## src/rtl/gate_seq_pkg.sv

```systemverilog
// Shared types and defaults for the gate vector sequencer.
// Holds op encodings, FSM states and parameter defaults.
package gate_seq_pkg;

  localparam int HOLD_CYCLES_DEF   = 10;
  localparam int SETTLE_CYCLES_DEF = 1;

  typedef enum logic [2:0] {
    OP_AND  = 3'b000,
    OP_OR   = 3'b001,
    OP_NAND = 3'b010,
    OP_NOR  = 3'b011,
    OP_XOR  = 3'b100,
    OP_XNOR = 3'b101
  } gate_op_e;

  typedef enum logic [1:0] {
    ST_IDLE = 2'd0,
    ST_RUN  = 2'd1,
    ST_DONE = 2'd2
  } state_e;

endpackage

```

## src/rtl/gate_ref_model.sv

```systemverilog
// Expected output of the selected 2-input gate.
// Ports: op (gate select), a, b (gate inputs), exp_c (expected output).
module gate_ref_model
  import gate_seq_pkg::*;
(
  input  logic [2:0] op,
  input  logic       a,
  input  logic       b,
  output logic       exp_c
);

  always_comb begin
    exp_c = a & b;
    unique case (op)
      OP_AND:  exp_c = a & b;
      OP_OR:   exp_c = a | b;
      OP_NAND: exp_c = ~(a & b);
      OP_NOR:  exp_c = ~(a | b);
      OP_XOR:  exp_c = a ^ b;
      OP_XNOR: exp_c = ~(a ^ b);
      // Unused encodings fall back to AND.
      default: exp_c = a & b;
    endcase
  end

endmodule

```

## src/rtl/gate_vector_sequencer.sv

```systemverilog
// Drives the four (a,b) vectors into a gate, checks c_in.
// Ports: clk, rst_n, start, op, c_in in; a_out, b_out, busy, done, pass, err_cnt, vec_idx out.
module gate_vector_sequencer
  import gate_seq_pkg::*;
#(
  parameter int HOLD_CYCLES   = HOLD_CYCLES_DEF,
  parameter int SETTLE_CYCLES = SETTLE_CYCLES_DEF
) (
  input  logic       clk,
  input  logic       rst_n,
  input  logic       start,
  input  logic [2:0] op,
  input  logic       c_in,
  output logic       a_out,
  output logic       b_out,
  output logic       busy,
  output logic       done,
  output logic       pass,
  output logic [2:0] err_cnt,
  output logic [1:0] vec_idx
);

  localparam logic [7:0] HOLD_LAST = 8'(HOLD_CYCLES - 1);
  localparam logic [7:0] SETTLE_AT = 8'(SETTLE_CYCLES);

  state_e     state_q, state_d;
  logic [2:0] op_q, op_d;
  logic [1:0] vec_q, vec_d;
  logic [7:0] hold_q, hold_d;
  logic [2:0] err_q, err_d;
  logic       pass_q, pass_d;
  logic       busy_q, busy_d;
  logic       done_q, done_d;
  logic       exp_c;

  gate_ref_model u_ref (
    .op   (op_q),
    .a    (vec_q[1]),
    .b    (vec_q[0]),
    .exp_c(exp_c)
  );

  always_comb begin
    state_d = state_q;
    op_d    = op_q;
    vec_d   = vec_q;
    hold_d  = hold_q;
    err_d   = err_q;
    pass_d  = pass_q;
    busy_d  = busy_q;
    done_d  = 1'b0;
    unique case (state_q)
      ST_IDLE: begin
        if (start) begin
          state_d = ST_RUN;
          op_d    = op;
          vec_d   = 2'd0;
          hold_d  = 8'd0;
          err_d   = 3'd0;
          pass_d  = 1'b0;
          busy_d  = 1'b1;
        end
      end
      ST_RUN: begin
        hold_d = hold_q + 8'd1;
        if (hold_q == SETTLE_AT && c_in != exp_c
            && err_q != 3'd4)
          err_d = err_q + 3'd1;
        if (hold_q == HOLD_LAST) begin
          hold_d = 8'd0;
          if (vec_q == 2'd3) begin
            // vec_idx returns to 0 so the gate sees 00 in DONE.
            state_d = ST_DONE;
            vec_d   = 2'd0;
            busy_d  = 1'b0;
            done_d  = 1'b1;
            pass_d  = (err_d == 3'd0);
          end else begin
            vec_d = vec_q + 2'd1;
          end
        end
      end
      ST_DONE: state_d = ST_IDLE;
      default: state_d = ST_IDLE;
    endcase
  end

  always_ff @(posedge clk) begin
    if (!rst_n) begin
      state_q <= ST_IDLE;
      op_q    <= 3'd0;
      vec_q   <= 2'd0;
      hold_q  <= 8'd0;
      err_q   <= 3'd0;
      pass_q  <= 1'b0;
      busy_q  <= 1'b0;
      done_q  <= 1'b0;
    end else begin
      state_q <= state_d;
      op_q    <= op_d;
      vec_q   <= vec_d;
      hold_q  <= hold_d;
      err_q   <= err_d;
      pass_q  <= pass_d;
      busy_q  <= busy_d;
      done_q  <= done_d;
    end
  end

  assign a_out   = vec_q[1];
  assign b_out   = vec_q[0];
  assign vec_idx = vec_q;
  assign busy    = busy_q;
  assign done    = done_q;
  assign pass    = pass_q;
  assign err_cnt = err_q;

endmodule

```

## config.mk

```make
export PLATFORM = sky130hd
export DESIGN_NAME = gate_vector_sequencer
export DESIGN_NICKNAME = d
export VERILOG_FILES = /design/src/rtl/gate_seq_pkg.sv /design/src/rtl/gate_ref_model.sv /design/src/rtl/gate_vector_sequencer.sv
export SDC_FILE = /design/constraint.sdc
export NUM_CORES = 1
export LEC_CHECK = 0
export ABC_AREA = 1
export CAP_MARGIN = 0
export CORE_ASPECT_RATIO = 1.2
export CORE_UTILIZATION = 45
export CTS_BUF_LIST = sky130_fd_sc_hd__clkbuf_4 sky130_fd_sc_hd__clkbuf_8
export CTS_CLUSTER_SIZE = 8
export DETAILED_ROUTE_END_ITERATION = 12
export PLACE_DENSITY = 0.73
export RECOVER_POWER = 25
export SYNTH_ARGS = -nofsm -noshare
export SYNTH_HDL_FRONTEND = slang
export SYNTH_SLANG_ARGS = --single-unit
```

## constraint.sdc

```tcl
create_clock -name clk -period 2.52 [get_ports clk]
set_clock_uncertainty 0.05 [all_clocks]
set_input_delay 0.504 -clock clk [delete_from_list [all_inputs] [get_ports clk]]
set_output_delay 0.504 -clock clk [all_outputs]
set_load 0.02 [all_outputs]
```

Word level (Yosys, flattened, before mapping)
Index checks and enable logic that the tools add are counted.

cells by class
  add/subtract/negate cells = 3
  eq/ne operators = 14
  multiplexer cells = 25
  bitwise gates (word level) = 6
  reduce and logical (&&, ||, !) cells = 11

operator list
  kind                                                  number
  2-to-1 mux 8 bit                                      2
  one-hot mux 8 bit (2 select lines)                    1
  2-to-1 mux 2 bit                                      6
  2-to-1 mux 3 bit                                      3
  AND reduction 3 bit                                   3
  adder 8 x 1 -> 8 bit (second input constant)          1
  equality test 8 x 1 -> 1 bit (second input constant)  1
  equality test 8 x 4 -> 1 bit (second input constant)  1
  one-hot mux 2 bit (2 select lines)                    2
  2-to-1 mux 1 bit                                      7
  equality test 3 x 2 -> 1 bit (second input constant)  2
  equality test 3 bit (second input constant)           2
  inequality test 2 bit (second input constant)         3
  one-hot mux 3 bit (2 select lines)                    1
  one-hot mux 1 bit (5 select lines)                    1
  one-hot mux 1 bit (2 select lines)                    2
  AND reduction 2 bit                                   2
  AND reduction 4 bit                                   1
  adder 3 x 1 -> 3 bit (second input constant)          1
  equality test 3 x 1 -> 1 bit (second input constant)  1
  zero test 3 bit                                       1
  inequality test 3 bit (second input constant)         1
  inverter 1 bit                                        3
  adder 2 x 1 -> 2 bit (second input constant)          1
  other kinds (9)                                       10

storage, ports and cells
  register bits = 21
  bits of input ports = 7
  output and inout port bits = 10
  logic and storage cells = 67

Logic depth before layout (Yosys ltp)
  word-level depth = 12
  gate-level depth with buffers = 14
  depth with buffers taken out = 14

Hierarchy
Synthesis repeated with hierarchy kept, for this count alone.

unflattened totals
  cells, all modules = 173
  area total of the unflattened synthesis = 1223.7 sq um

modules (own cells, without submodules)
  module                 instances  cells an instance  area an instance (sq um)  seq. area each (sq um)
  gate_vector_sequencer  1          152                1112.3                    420.4
  gate_ref_model         1          21                 111.4                     0.0

Worst setup path before layout
No wires, ideal clock.

  kind = reg2reg
  start = register vec_q[1], in the netlist vec_idx[1]
  end = register pass_q, in the netlist pass
  arrival = 1651 ps
  path slack = 751 ps
  stages on the path, launching flop included = 14
  clock period less this slack = 1769 ps
  cell sequence = dfxtp_1 inv_1 ha_1 nor2_1 nor2_1 nand3_2 nand3_1 nand2_2 nand3_1 nand2_1 nand2_1 nor2_1 nand2_1 a21oi_2

on the way
  longest elaborated chain between the ends = 12
  elaborated cells on any way between the ends = 19
  those cells by class = eq/ne: 3; mux: 6; bitwise: 6; reduce/logical: 4

RTL lines
  what                                       line                                                              source
  from (decl)                                gate_vector_sequencer.sv:28                                       logic [1:0] vec_q, vec_d;
  from (signal assigned)                     gate_vector_sequencer.sv:101                                      vec_q <= vec_d;
  bitwise XOR 1 bit (tied with other cells)  gate_ref_model.sv:19, gate_ref_model.sv:20
  inverter 1 bit, on equally long branches   gate_ref_model.sv:20, gate_ref_model.sv:17, gate_ref_model.sv:18
  one-hot mux 1 bit (5 select lines)         gate_ref_model.sv:14                                              unique case (op)
  inequality test 1 bit                      gate_vector_sequencer.sv:66                                       if (hold_q == SETTLE_AT && c_in != exp_c
  logical AND 1 bit                          gate_vector_sequencer.sv:66
  logical AND 1 bit                          gate_vector_sequencer.sv:67                                       && err_q != 3'd4)
  2-to-1 mux 3 bit                           gate_vector_sequencer.sv:66
  2-to-1 mux 3 bit                           gate_vector_sequencer.sv:52                                       unique case (state_q)
  zero test 3 bit                            gate_vector_sequencer.sv:77                                       pass_d = (err_d == 3'd0);
  2-to-1 mux 1 bit                           gate_vector_sequencer.sv:71                                       if (vec_q == 2'd3) begin
  2-to-1 mux 1 bit                           gate_vector_sequencer.sv:69                                       if (hold_q == HOLD_LAST) begin
  one-hot mux 1 bit (2 select lines)         gate_vector_sequencer.sv:52
  to (signal assigned)                       gate_vector_sequencer.sv:104                                      pass_q <= pass_d;
  to (decl)                                  gate_vector_sequencer.sv:31                                       logic pass_q, pass_d;

Parallel ways exist; a longest one is shown, timed or not. The select of a mux whose other input is x is not followed.
A chain may end at the register's enable or synchronous reset.

Worst setup path after layout
Same ends and word-level chain as after synthesis.

==> flow_summary.ini <==
[route]
wl_per_cell_um = 11.2
drtPass1Iterations = 4
drt_iter0_markers = 30
viasPerCell = 5.07
vias = 1111
drc = 0
drt-total-wl_mm = 2.46
ant_nets = 0

[grt]
grt_pass1_wl_mm = 4.31
grt_antenna_before_repair = 0
grt.total_usage = 0.188
grt_overflow = 0
grt_pass1_vias = 1036
grt_max_degree = 15

[cts]
cts_buffers = 3
tritoncts = built
numClockSinks = 21
cts.htree.levels = 1
post-cts-setup-buffers = 0
clk_path_buf_depth = 2
clock_latency_ps = 300
clock-root-buffer = clkbuf_4
path_clk_slew_ps = 110
ctsResizeCount = 0
hold_buffers = 0

[power]
leakagePower_nw = 0.543
pwr-share-seq = 0.560
ir_worst_vdd_mv = 0.305
switching_share = 0.275
comb_power_share = 0.169
intPower_w = 0.000456
p_per_area_nw_per_um2 = 446
p_switching_w = 0.000173
pwr-share-clk = 0.271

[floorplan]
rows = 20
core_area_um2 = 2550
dieArea_um2 = 2910
io_pins = 17
die_w_um = 49.4
initial_core_util = 0.475
die_h_um = 58.9

[setup_path]
crit_chain = inv_1, ha_1, nor2_1, nor2_1, nand3_2, nand3_1, nand2_2, nand3_1, nand2_1, nand2_1, nor2_1, nand2_1, a21oi_2
critPathKind = reg -> reg
required_ps = 2710
worst-path-max-fanout = 5
start_kind = flip-flop
crit_slowest_cell = dfxtp_1
crit_buf_inv = 1
max_stage_delay_ps = 420
cp-end-kind = flip-flop
path_delay_family = simple AND/OR/NAND/NOR gates
arrival_ps = 2110

[placement]
io_buffer_count = 16
place_ws_ps = 484
dp_hpwl_mm = 1.93
routabilityCongestion = 0.815

[job]
max_cap_viol_count = 0

[finish]
final_net_count = 200
n_fill_cell = 256
synthToLayoutAreaGrowth_pct = 16.3
insertedDiodeCount = 0
drive_gt1_frac = 0.134

[logic_synthesis]
yosys_register_bits = 21
synth_cells = 170
synth-compound-area-share = 0.164
synth.mux.area_fraction = 0
ys_warn_count = 0
synth-seq-area-share = 0.347
async_flop_share = 0
synth_ff_type = dfxtp_1
yosys-top-cells-area = dfxtp_1, nand2_1, a21oi_1
synth_top_family_by_area = simple AND/OR/NAND/NOR gates
synth_most_common_cell = nand2_1
synth-adder-area-share = 0.0619
synth_edf_count = 0
synthTopCellsByCount = nand2_1, dfxtp_1, inv_1
synth_top_area_cell = dfxtp_1
syn_area_um2 = 1210
synth-xor-area-share = 0
ys_types = 26
synth_top_area_frac = 0.347
syn_nets = 183
synth-simple-area-share = 0.325
synth_area_per_cell_um2 = 7.13

[sta]
hold_viol = 0
fin_crit_sh = 0.762
tns_ps = 0
maxSlewViolCount = 0
period_minus_slack_ps = 1920
rsz0062_at_grt = false
final-setup-viol-count = 0
max_freq_mhz = 521
worst_pin_slew_ps = 480
relSlewSlack = 0.680
fin_ws_ps = 601

[min_path]
hold_class = reg -> reg

[status]
status = finished, final reports clean
## sequential cells by signal (all words and copies together) (netlist names)
signal and count:
busy 1, done 1, err_cnt 3, hold_q 8, op_q 3, pass 1, state_q 2, vec_idx 2
## layout make-up
cell class                      instances  area [um^2]  share of cell area
Clock buffer                            4         30.0              0.0213
Inverter                               26         97.6              0.0692
Multi-Input combinational cell        119          661               0.469
Sequential cell                        21          420               0.298
Tap cell                               33         41.3              0.0293
Timing Repair Buffer                   16          160               0.114
## power by group through the flow
stage / logic (W) / registers, W / clock network [W]
2_1_floorplan: 0.0000727 / 0.000361 / 0
3_5_place_dp: 0.000106 / 0.000360 / 0
3_3_place_gp: 0.000103 / 0.000359 / 0
6_report: 0.000106 / 0.000352 / 0.000171
5_1_grt: 0.000119 / 0.000354 / 0.000187
4_1_cts: 0.000107 / 0.000352 / 0.000176
## logic make-up after synthesis
group                    count (synthesis)
flip-flops                              21
AND/OR/NAND/NOR                         78
AO/OA/AOI/OAI                           35
adder cells (fa/ha/maj)                  6
buffers and inverters                   30
## path summary, 6_finish.rpt
check,slack (ps),endpoint,startpoint,cells after the start
setup reg to reg,600,pass,vec_idx[1],13
hold reg to reg,430,busy,busy,2
setup / recovery,600,pass,vec_idx[1],13
hold / removal,430,busy,busy,2
## per-stage QoR
stage	cells	utilization	power [W]	hold WS (ps)	instance area [um^2]
2_1_floorplan	170	-	0.000434	407	1210
6_report	219	0.552	0.000629	427	1410
4_1_cts	219	0.555	0.000636	436	1420
5_1_grt	219	0.552	0.000660	445	1410
3_5_place_dp	215	0.544	0.000466	419	1390
3_3_place_gp	215	0.544	0.000462	412	1390
## cell usage in the layout (no fill, tap or decap)
cell             count
ha_1                 6
nand3_2              2
nand2_1             34
clkbuf_4             4
nand4_1              2
or2_0                1
inv_1               20
nor2_2               2
nor2_1              14
nand3_1             11
dfxtp_1             21
a221oi_1             1
clkinv_1             1
nand2_2              4
dlygate4sd3_1        1
clkdlybuf4s50_1     15
a211oi_1             1
a21oi_2              2
o21ai_1              3
nor2_4               3
a21oi_1             17
a221oi_2             1
or3_1                1
o21ai_0             10
nand4_2              2
inv_2                5
nor3_1               2
## tightest hold or removal path: stages, from the launching register on
cell and delay (ps):
dfxtp_1 330, nand2_1 60, a21oi_1 50
## routing by layer
layer,global-route usage,share of wire,vias up
met4,0.0653,0.014,0
met3,0.0233,0.026,5
li1,-,-,581
met2,0.352,0.52,19
met5,0,0,-
met1,0.220,0.44,506
(Power assumes the default switching activity.)
